<file path="src/rtl/mips_defs.sv">
// Shared MIPS encodings: opcodes, functs, controller states, datapath select codes
// and the one-hot instruction class produced by instr_decode.
package mips_defs;

  localparam logic [5:0] OP_RTYPE = 6'b000000;
  localparam logic [5:0] OP_J     = 6'b000010;
  localparam logic [5:0] OP_JAL   = 6'b000011;
  localparam logic [5:0] OP_BEQ   = 6'b000100;
  localparam logic [5:0] OP_ORI   = 6'b001101;
  localparam logic [5:0] OP_LUI   = 6'b001111;
  localparam logic [5:0] OP_LW    = 6'b100011;
  localparam logic [5:0] OP_SW    = 6'b101011;

  localparam logic [5:0] FN_ADDU  = 6'b100001;
  localparam logic [5:0] FN_SUBU  = 6'b100011;
  localparam logic [5:0] FN_JR    = 6'b001000;

  typedef enum logic [2:0] {
    S_FETCH  = 3'd0,
    S_DECODE = 3'd1,
    S_EXEC   = 3'd2,
    S_MEM    = 3'd3,
    S_WB     = 3'd4
  } state_e;

  localparam logic [1:0] NPC_PC4    = 2'd0;
  localparam logic [1:0] NPC_BRANCH = 2'd1;
  localparam logic [1:0] NPC_JUMP   = 2'd2;
  localparam logic [1:0] NPC_RS     = 2'd3;

  localparam logic [1:0] REGDST_RT  = 2'd0;
  localparam logic [1:0] REGDST_RD  = 2'd1;
  localparam logic [1:0] REGDST_RA  = 2'd2;

  localparam logic [1:0] WDSEL_ALU  = 2'd0;
  localparam logic [1:0] WDSEL_MDR  = 2'd1;
  localparam logic [1:0] WDSEL_PC   = 2'd2;

  localparam logic [1:0] EXT_ZERO   = 2'd0;
  localparam logic [1:0] EXT_SIGN   = 2'd1;
  localparam logic [1:0] EXT_HIGH   = 2'd2;

  localparam logic [2:0] ALUOP_ADD  = 3'd0;
  localparam logic [2:0] ALUOP_SUB  = 3'd1;
  localparam logic [2:0] ALUOP_OR   = 3'd2;

  typedef struct packed {
    logic addu;
    logic subu;
    logic ori;
    logic lui;
    logic lw;
    logic sw;
    logic beq;
    logic j;
    logic jal;
    logic jr;
    logic unknown;
  } iclass_t;

endpackage

</file>
<file path="src/rtl/mc_ctrl_if.sv">
// Controller <-> datapath bundle: IR fields and ALU flag in, enables and selects out.
interface mc_ctrl_if;
  logic [5:0] op;
  logic [5:0] funct;
  logic       zero;
  logic       pc_we;
  logic       ir_we;
  logic       rf_we;
  logic       dm_we;
  logic [1:0] npc_sel;
  logic [1:0] reg_dst;
  logic [1:0] wd_sel;
  logic       alu_src;
  logic [1:0] ext_op;
  logic [2:0] alu_op;

  modport master (
    input  op, funct, zero,
    output pc_we, ir_we, rf_we, dm_we, npc_sel, reg_dst, wd_sel, alu_src, ext_op, alu_op
  );

  modport slave (
    output op, funct, zero,
    input  pc_we, ir_we, rf_we, dm_we, npc_sel, reg_dst, wd_sel, alu_src, ext_op, alu_op
  );
endinterface

</file>
<file path="src/rtl/instr_decode.sv">
// Combinational op/funct classifier; anything unsupported (sll/nop included) is 'unknown'.
module instr_decode
  import mips_defs::*;
(
  input  logic [5:0] op,
  input  logic [5:0] funct,
  output iclass_t    cls
);

  always_comb begin
    // NOTE: default every field first so no path leaves cls unassigned (no latch).
    cls = '0;
    case (op)
      OP_RTYPE: begin
        case (funct)
          FN_ADDU: cls.addu    = 1'b1;
          FN_SUBU: cls.subu    = 1'b1;
          FN_JR:   cls.jr      = 1'b1;
          default: cls.unknown = 1'b1;
        endcase
      end
      OP_ORI:  cls.ori     = 1'b1;
      OP_LUI:  cls.lui     = 1'b1;
      OP_LW:   cls.lw      = 1'b1;
      OP_SW:   cls.sw      = 1'b1;
      OP_BEQ:  cls.beq     = 1'b1;
      OP_J:    cls.j       = 1'b1;
      OP_JAL:  cls.jal     = 1'b1;
      default: cls.unknown = 1'b1;
    endcase
  end

endmodule

</file>
<file path="src/rtl/mc_ctrl.sv">
// Multi-cycle MIPS controller: FETCH/DECODE/EXEC/MEM/WB sequencer with retire pulse
// and retired-instruction counter.
module mc_ctrl
  import mips_defs::*;
#(
  parameter int RETIRE_W = 32
) (
  input  logic                clk,
  input  logic                reset,
  mc_ctrl_if.master           bus,
  output logic [2:0]          state,
  output logic                retire,
  output logic [RETIRE_W-1:0] retire_cnt
);

  state_e  cur, nxt;
  iclass_t cls;

  instr_decode u_decode (
    .op    (bus.op),
    .funct (bus.funct),
    .cls   (cls)
  );

  always_ff @(posedge clk) begin
    // NOTE: non-blocking so every flop samples pre-edge values regardless of block order.
    if (reset) cur <= S_FETCH;
    else       cur <= nxt;
  end

  always_comb begin
    nxt = S_FETCH;
    case (cur)
      S_FETCH:  nxt = S_DECODE;
      S_DECODE: if (!(cls.j || cls.jal || cls.jr || cls.unknown)) nxt = S_EXEC;
      S_EXEC: begin
        if (cls.lw || cls.sw)                              nxt = S_MEM;
        else if (cls.addu || cls.subu || cls.ori || cls.lui) nxt = S_WB;
      end
      S_MEM:    if (cls.lw) nxt = S_WB;
      default:  nxt = S_FETCH;
    endcase
  end

  always_comb begin
    bus.pc_we   = 1'b0;
    bus.ir_we   = 1'b0;
    bus.rf_we   = 1'b0;
    bus.dm_we   = 1'b0;
    bus.npc_sel = NPC_PC4;
    bus.reg_dst = REGDST_RT;
    bus.wd_sel  = WDSEL_ALU;
    bus.alu_src = 1'b0;
    bus.ext_op  = EXT_ZERO;
    bus.alu_op  = ALUOP_ADD;
    retire      = 1'b0;
    case (cur)
      S_FETCH: begin
        bus.ir_we = 1'b1;
        bus.pc_we = 1'b1;
      end
      S_DECODE: begin
        if (cls.j || cls.jal) begin
          bus.pc_we   = 1'b1;
          bus.npc_sel = NPC_JUMP;
        end
        if (cls.jal) begin
          bus.rf_we   = 1'b1;
          bus.reg_dst = REGDST_RA;
          bus.wd_sel  = WDSEL_PC;
        end
        if (cls.jr) begin
          bus.pc_we   = 1'b1;
          bus.npc_sel = NPC_RS;
        end
        retire = cls.j || cls.jal || cls.jr || cls.unknown;
      end
      S_EXEC: begin
        if (cls.subu) bus.alu_op = ALUOP_SUB;
        if (cls.ori || cls.lui) begin
          bus.alu_src = 1'b1;
          bus.alu_op  = ALUOP_OR;
          bus.ext_op  = cls.lui ? EXT_HIGH : EXT_ZERO;
        end
        if (cls.lw || cls.sw) begin
          bus.alu_src = 1'b1;
          bus.ext_op  = EXT_SIGN;
        end
        // Only beq's PC write depends on a live datapath flag.
        if (cls.beq) begin
          bus.alu_op  = ALUOP_SUB;
          bus.pc_we   = bus.zero;
          bus.npc_sel = NPC_BRANCH;
          retire      = 1'b1;
        end
      end
      S_MEM: begin
        bus.dm_we = cls.sw;
        retire    = cls.sw;
      end
      S_WB: begin
        bus.rf_we   = 1'b1;
        bus.reg_dst = (cls.addu || cls.subu) ? REGDST_RD : REGDST_RT;
        bus.wd_sel  = cls.lw ? WDSEL_MDR : WDSEL_ALU;
        retire      = 1'b1;
      end
      default: ;
    endcase
    // A reset cycle must never commit architectural state, whatever the FSM shows.
    if (reset) begin
      bus.pc_we = 1'b0;
      bus.ir_we = 1'b0;
      bus.rf_we = 1'b0;
      bus.dm_we = 1'b0;
      retire    = 1'b0;
    end
  end

  always_ff @(posedge clk) begin
    if (reset)       retire_cnt <= '0;
    else if (retire) retire_cnt <= retire_cnt + 1'b1;
  end

  assign state = cur;

endmodule

</file>
<file path="src/flat_wrapper.sv">
// flat-port wrapper written by rule: the top's interface ports become plain ports
module mc_ctrl_flat import mips_defs::*;
#(
  parameter int RETIRE_W = 32
)
  (clk, reset, state, retire, retire_cnt, bus_op, bus_funct, bus_zero, bus_pc_we, bus_ir_we, bus_rf_we, bus_dm_we, bus_npc_sel, bus_reg_dst, bus_wd_sel, bus_alu_src, bus_ext_op, bus_alu_op);
  mc_ctrl_if bus_i ();
  input  logic clk;
  input  logic reset;
  output logic [2:0] state;
  output logic retire;
  output logic [RETIRE_W-1:0] retire_cnt;
  input wire logic [$bits(bus_i.op)-1:0] bus_op;
  input wire logic [$bits(bus_i.funct)-1:0] bus_funct;
  input wire logic [$bits(bus_i.zero)-1:0] bus_zero;
  output wire logic [$bits(bus_i.pc_we)-1:0] bus_pc_we;
  output wire logic [$bits(bus_i.ir_we)-1:0] bus_ir_we;
  output wire logic [$bits(bus_i.rf_we)-1:0] bus_rf_we;
  output wire logic [$bits(bus_i.dm_we)-1:0] bus_dm_we;
  output wire logic [$bits(bus_i.npc_sel)-1:0] bus_npc_sel;
  output wire logic [$bits(bus_i.reg_dst)-1:0] bus_reg_dst;
  output wire logic [$bits(bus_i.wd_sel)-1:0] bus_wd_sel;
  output wire logic [$bits(bus_i.alu_src)-1:0] bus_alu_src;
  output wire logic [$bits(bus_i.ext_op)-1:0] bus_ext_op;
  output wire logic [$bits(bus_i.alu_op)-1:0] bus_alu_op;
  assign bus_i.op = bus_op;
  assign bus_i.funct = bus_funct;
  assign bus_i.zero = bus_zero;
  assign bus_pc_we = bus_i.pc_we;
  assign bus_ir_we = bus_i.ir_we;
  assign bus_rf_we = bus_i.rf_we;
  assign bus_dm_we = bus_i.dm_we;
  assign bus_npc_sel = bus_i.npc_sel;
  assign bus_reg_dst = bus_i.reg_dst;
  assign bus_wd_sel = bus_i.wd_sel;
  assign bus_alu_src = bus_i.alu_src;
  assign bus_ext_op = bus_i.ext_op;
  assign bus_alu_op = bus_i.alu_op;
  mc_ctrl #(.RETIRE_W(RETIRE_W)) u_core (.clk(clk), .reset(reset), .bus(bus_i), .state(state), .retire(retire), .retire_cnt(retire_cnt));
endmodule
</file>
<file path="config.mk">
export PLATFORM = sky130hd
export DESIGN_NAME = mc_ctrl_flat
export DESIGN_NICKNAME = d
export VERILOG_FILES = /design/src/rtl/mips_defs.sv /design/src/rtl/mc_ctrl_if.sv /design/src/rtl/instr_decode.sv /design/src/rtl/mc_ctrl.sv /design/src/flat_wrapper.sv
export SDC_FILE = /design/constraint.sdc
export NUM_CORES = 1
export LEC_CHECK = 0
export ABC_AREA = 1
export BUFFER_PORTS_ARGS = -buffer_cell sky130_fd_sc_hd__buf_4
export CAP_MARGIN = 20
export CORE_UTILIZATION = 47
export DETAILED_ROUTE_END_ITERATION = 6
export MAX_ROUTING_LAYER = met4
export PLACE_DENSITY = 0.85
export SYNTH_ARGS = -nofsm -noshare
export SYNTH_HDL_FRONTEND = slang
export SYNTH_SLANG_ARGS = --single-unit
export TNS_END_PERCENT = 1
</file>
<file path="constraint.sdc">
create_clock -name clk -period 1.69 [get_ports clk]
set_input_delay 0.169 -clock clk [delete_from_list [all_inputs] [get_ports clk]]
set_output_delay 0.169 -clock clk [all_outputs]
set_load 0.03 [all_outputs]
</file>
==> flow_summary.yaml, run 1 <==
place:
  dp_hpwl_um: 4210
  portBuffers: 65
  place_area_um2: 2810
  place.gp.congestion: 0.987
  post-place-ws_ns: -0.0806
global_route:
  grt_max_degree: 62
  antenna_found_initial: 0
  track_usage_pct: 24.9
  first_global_vias: 2392
  gr-total-overflow: 0
  grt_pass1_wl_um: 9820
routing:
  wl_um: 6930
  wl_met3_um: 466
  via_per_inst: 5.59
  drt_iter0_drc: 318
  top_layer: "met4"
  vias: 2815
  drtPass1Iterations: 7
  wl_per_cell_um: 13.7
  drtAntennaViolNets: 0
  wl_met1_um: 2810
  wl_met2_um: 3450
  drc: 0
worst_setup_path:
  cp_slowest_cell: "dfxtp_4"
  crit_family: "buffers and inverters"
  crit_fanout: 5
  critical_path_required_ns: 1.52
  r2r_start: "u_core.retire_cnt[10]"
  worst-path-buf-inv: 3
  max_stage_delay_ns: 0.36
  startpoint: "u_core.state[1]"
  crit_path_start_kind: "register"
  crit_chain: "buf_4, nor3_4, buf_6, nand2_8, a21oi_2, buf_6"
  critPathKind: "reg -> out"
  worstSetupEndpointType: "primary output"
  arrival_ns: 1.61
  path_common_cell: "buf_6"
floorplanning:
  dieArea_um2: 5020
  dieHeight_um: 70.8
  die_w_um: 70.8
  core_area_um2: 4440
  io_pins: 67
  start_util_pct: 50.1
  std_cell_rows: 24
power:
  internal_power_mw: 1.21
  p_leak_nw: 1.45
  seqPwrFrac_pct: 49.0
  swShare_pct: 29.3
  p_switching_uw: 502
  ir_drop_v: 0.000396
  power_density_nw_per_um2: 540
  p_clk_share_pct: 34.5
  comb_power_share_pct: 16.5
clock_tree:
  clock-sinks: 35
  clk_pin_slew_ns: 0.06
  cts_tree: "yes"
  clock_path_buffers: 2
  worstSkewPairLatency_ns: 0.29
  cts.htree.levels: 2
  root_buffer: "clkbuf_8"
  numCtsBuffers: 5
final_layout:
  seqCellArea_um2: 731
  fin_util_pct: 71.4
  drive_gt1_share_pct: 36.1
  n_antenna_cell: 0
  syn_to_final_growth_pct: 42.5
  final_common_cell: "buf_4"
  mostFrequentLayoutCells: "buf_4 (85), nor2_1 (71), nand2_1 (69)"
  fin_nets: 467
  multi_input_area_um2: 1410
  nFillCells: 343
  fin_area_um2: 3170
timing:
  finalWorstSetupSlack_ns: -0.0901
  slew_viol_final: 0
  hold_viol: 0
  period_needed_ns: 1.78
  clock-skew-final_ns: 0.00960
  max_freq_mhz: 562
  setup_viol: 5
  fin_crit_sh_pct: 105
  rsz0062_at_grt: "yes"
logic_synthesis:
  yosys_warnings: 0
  seq_area_frac_synth_pct: 31.5
  syn_inst: 364
  syn_area_um2: 2230
  ys_ff_latch: 35
  postSynthAreaPerCell_um2: 6.12
  synthDistinctLibCells: 28
  synth_fp_nets: 380
hold_path:
  hold_start: "reset"
  worst_hold_path_type: "in -> reg"
run:
  max_cap_viol_count: 0
run_status:
  violations: "negative setup slack"
  status: "finished with violations"
power groups by stage:
stage	Sequential, mW	Combinational [mW]	Clock, mW
floorplan	0.873	0.155	0
global placement	0.858	0.227	0
detailed placement	0.858	0.231	0
CTS	0.839	0.242	0.599
global route	0.841	0.300	0.627
finish	0.840	0.282	0.592
worst paths after layout:
path / endpoint / slack (ns) / cells after the start
setup / recovery: retire / -0.09 / 6
hold / removal: u_core.state[1] / 0.15 / 2
setup reg to reg: u_core.retire_cnt[28] / 0.01 / 10
hold reg to reg: u_core.retire_cnt[24] / 0.52 / 2
cell usage after synthesis, drive strengths merged:
library cell / number / area share [%]
nor4: 2 / 0.56
nand2: 75 / 14
ha: 1 / 0.56
a31oi: 1 / 0.28
a211oi: 1 / 0.34
a21oi: 32 / 7.2
nor3: 9 / 2.7
conb: 1 / 0.17
inv: 44 / 7.4
clkbuf: 4 / 0.67
or2: 1 / 0.28
clkinv: 2 / 0.34
a21boi: 1 / 0.34
nand4: 9 / 2.5
nand3: 45 / 11
dfxtp: 35 / 31
nor2: 90 / 17
o21ai: 3 / 0.67
buf: 8 / 3.4
cell families after synthesis:
group | count (synthesis) | share of synthesized area, %
fa+ha+maj | 1 | 0.562
other cells | 1 | 0.168
buf+inv | 58 | 11.8
flops | 35 | 31.5
compound gates | 38 | 8.82
simple gates | 231 | 47.2
stage by stage:
stage / hold WS [ns] / setup TNS, ns / power [mW] / instances
detailed placement: 0.429 / -0.919 / 1.09 / 483
global placement: 0.426 / -0.0553 / 1.08 / 483
finish: 0.147 / -0.196 / 1.71 / 504
global route: 0.151 / -0.967 / 1.77 / 504
CTS: 0.128 / -0.0167 / 1.68 / 494
floorplan: 0.406 / -1.30 / 1.03 / 364
sequential cells by signal, summed over array words and instances (netlist names):
register           count
u_core.retire_cnt     32
u_core.state           3
layout make-up:
| cell class | instances | share of cell area [%] |
|---|---|---|
| clock inverters | 3 | 0.473 |
| multi-input cells | 272 | 44.3 |
| inverters | 46 | 5.44 |
| flip-flops and latches | 35 | 23.0 |
| well taps | 52 | 2.05 |
| clock buffers | 5 | 2.17 |
| repair buffers | 91 | 22.5 |
metal layers:
| layer | vias up | global-route usage (%) |
|---|---|---|
| met5 | - | - |
| met4 | 0 | 11.6 |
| met3 | 26 | 2.99 |
| met2 | 156 | 43.5 |
| met1 | 1300 | 28.3 |
| li1 | 1333 | - |
worst register-to-register path, cell delays in order, from the launching register on:
cell,delay (ns)
dfxtp_4,0.38
buf_4,0.11
nand2_1,0.05
nor2_2,0.14
nand4_1,0.17
nor2_2,0.20
nand4_1,0.18
inv_2,0.11
nand3_1,0.08
nand2_1,0.08
nor2_1,0.05
timing repair:
item / in CTS / in global routing
hold buffers: 0 / 0
gates cloned: 0 / 1
gates resized for setup: 19 / 36
setup endpoints to repair: 35 / 24
setup buffers: 3 / 9
pin swaps: 8 / 16
Note: power is estimated with default switching activity, not from simulation.
==> run 2, diff against run 1 <==
--- a/config.mk
+++ b/config.mk
@@ -5,10 +5,10 @@
 export SDC_FILE = /design/constraint.sdc
 export NUM_CORES = 1
 export LEC_CHECK = 0
-export ABC_AREA = 1
 export BUFFER_PORTS_ARGS = -buffer_cell sky130_fd_sc_hd__buf_4
 export CAP_MARGIN = 20
-export CORE_UTILIZATION = 47
+export CORE_ASPECT_RATIO = 0.7
+export CORE_UTILIZATION = 46
 export DETAILED_ROUTE_END_ITERATION = 6
 export MAX_ROUTING_LAYER = met4
 export PLACE_DENSITY = 0.85
==> flow_summary.yaml, run 2 <==
worst_setup_path:
  worst_r2r_endpoint: "u_core.retire_cnt[27]"
  crit_path_start_kind: "input port"
  crit_end: "u_core.retire_cnt[27]"
  r2r_cells: 9
  startpoint: "bus_op[1]"
  worstSetupEndpointType: "register"
  r2r_start: "u_core.state[1]"
  r2r_setup_slack_ns: -0.47
  critPathKind: "in -> reg"
  crit_fanout: 8
  critical_path_required_ns: 1.91
  arrival_ns: 2.38
logic_synthesis:
  synth_flop_cell: "dfxtp_1"
  synthDistinctLibCells: 44
  synthTopCellsByArea: "dfxtp_1 (34%), a21oi_1 (8.6%), o31ai_1 (5.5%)"
  synth_top_area_cell: "dfxtp_1"
  yosys_warnings: 0
  synth_fp_nets: 276
  synth_top_area_share_pct: 34.2
  ys_ff_latch: 35
  syn_inst: 260
  postSynthAreaPerCell_um2: 7.87
  ys_top_cells_by_count: "a21oi_1 (35), dfxtp_1 (35), nand2_1 (17), or3_1 (17)"
  syn_area_um2: 2050
  synth_edf_count: 0
  seq_area_frac_synth_pct: 34.2
  ys_async_sr_fraction_pct: 0
global_route:
  antenna_found_initial: 0
  first_global_vias: 2676
  gr-total-overflow: 0
  track_usage_pct: 39.1
  grt_pass1_wl_um: 13600
  grt_max_degree: 24
clock_tree:
  numCtsBuffers: 5
  clock-sinks: 35
  worstSkewPairLatency_ns: 0.30
  root_buffer: "clkbuf_8"
  cts_hold_buf: 0
  clk_pin_slew_ns: 0.08
  cts.htree.levels: 2
  clock_path_buffers: 2
  cts_tree: "yes"
place:
  place_area_um2: 3160
  dp_hpwl_um: 5520
  place_inst: 431
  portBuffers: 65
  place.gp.congestion: 0.974
timing:
  rsz0062_at_grt: "yes"
  clock-skew-final_ns: 0.0115
  slew_viol_final: 0
  hold_viol: 0
  setup_viol: 39
  slew-limit-headroom_pct: 65.9
  hold_slack_ns: 0.211
  tightest_slew_ns: 0.505
  fin_crit_sh_pct: 128
  finalWorstSetupSlack_ns: -0.468
  period_needed_ns: 2.16
  max_freq_mhz: 463
final_layout:
  largest_register: "u_core.retire_cnt"
  fin_area_um2: 3510
  final_common_cell: "buf_4"
  n_antenna_cell: 0
  largest_reg_flops: 32
  mostFrequentLayoutCells: "buf_4 (124), a21oi_1 (24), dfxtp_2 (16), dfxtp_1 (16)"
  fin_util_pct: 85.8
  drive_gt1_share_pct: 52.4
  finalNonFillerCells: 443
  syn_to_final_growth_pct: 71.5
  fin_nets: 406
run:
  max_cap_viol_count: 0
routing:
  drc: 0
  drtAntennaViolNets: 0
  drt_iter0_drc: 399
  via_per_inst: 6.82
  drtPass1Iterations: 5
  wl_per_cell_um: 21.2
  vias: 3023
  wl_um: 9390
floorplanning:
  std_cell_rows: 19
  io_pins: 67
  start_util_pct: 50.1
  core_area_um2: 4090
  dieArea_um2: 4720
  die_w_um: 81.7
  dieHeight_um: 57.8
run_status:
  violations: "negative setup slack"
  status: "finished with violations"
hold_path:
  worst_hold_path_type: "in -> reg"
power:
  ir_drop_v: 0.000593
  p_leak_nw: 1.47
  power_density_nw_per_um2: 542
[run 2: per-stage QoR]
step / worst slack, ns / total power, mW / setup TNS [ns]
2_1_floorplan: -0.320 / 1.02 / -9.99
3_3_place_gp: -0.573 / 1.18 / -17.40
3_5_place_dp: -0.617 / 1.19 / -18.74
4_1_cts: -0.379 / 1.84 / -9.98
5_1_grt: -0.505 / 1.95 / -12.76
6_report: -0.468 / 1.90 / -11.05
[run 2: cells by family after synthesis]
group	count (synthesis)	share of synthesized area, %
simple gates	124	35.8
compound gates	75	23.2
flops	35	34.2
buf+inv	22	5.13
fa+ha+maj	1	0.611
other cells	1	0.183
xor+xnor	1	0.428
mux	1	0.489
[run 2: worst min path at each step]
stage | startpoint | to | slack, ns | cells past startpoint
3_5_place_dp | u_core.retire_cnt[31] | u_core.retire_cnt[31] | 0.48 | 2
3_3_place_gp | u_core.retire_cnt[31] | u_core.retire_cnt[31] | 0.47 | 2
5_1_grt | reset | u_core.retire_cnt[15] | 0.23 | 2
2_1_floorplan | reset | u_core.state[0] | 0.25 | 1
6_report | reset | u_core.retire_cnt[14] | 0.21 | 2
4_1_cts | reset | u_core.retire_cnt[5] | 0.21 | 2
[run 2: repair_timing]
| item | CTS | global route |
|---|---|---|
| buffers inserted | 3 | 0 |
| gates resized for setup | 24 | 20 |
| setup endpoints to repair | 43 | 43 |
| gates cloned | 1 | 0 |
| pin swaps | 15 | 11 |
[run 2: layout make-up]
| type | count | area, um2 |
|---|---|---|
| multi-input cells | 203 | 1410 |
| repair buffers | 141 | 1200 |
| flip-flops and latches | 35 | 732 |
| fillers | 207 | 579 |
| clock buffers | 5 | 68.8 |
| well taps | 52 | 65.1 |
| clock inverters | 3 | 15.0 |
| inverters | 4 | 15.0 |
[run 2: layer usage]
| metal | global-route usage [%] | wire length (um) | vias to the layer above |
|---|---|---|---|
| met5 | - | 0 | - |
| met4 | 13.5 | 382 | 0 |
| met3 | 8.98 | 1150 | 58 |
| met2 | 57.5 | 4150 | 293 |
| met1 | 52.5 | 3700 | 1408 |
| li1 | - | - | 1264 |
[run 2: critical path: stages]
cell      delay [ns]
buf_6           0.09
or4_4           0.59
buf_6           0.15
o41ai_4         0.25
a211oi_4        0.08
buf_12          0.15
buf_12          0.12
buf_12          0.12
or4_1           0.47
a21oi_2         0.19
[run 2: power by group]
| group | internal [mW] | switching [mW] |
|---|---|---|
| logic | 0.215 | 0.218 |
| clock network | 0.283 | 0.344 |
| registers | 0.830 | 0.0121 |
| total | 1.33 | 0.574 |
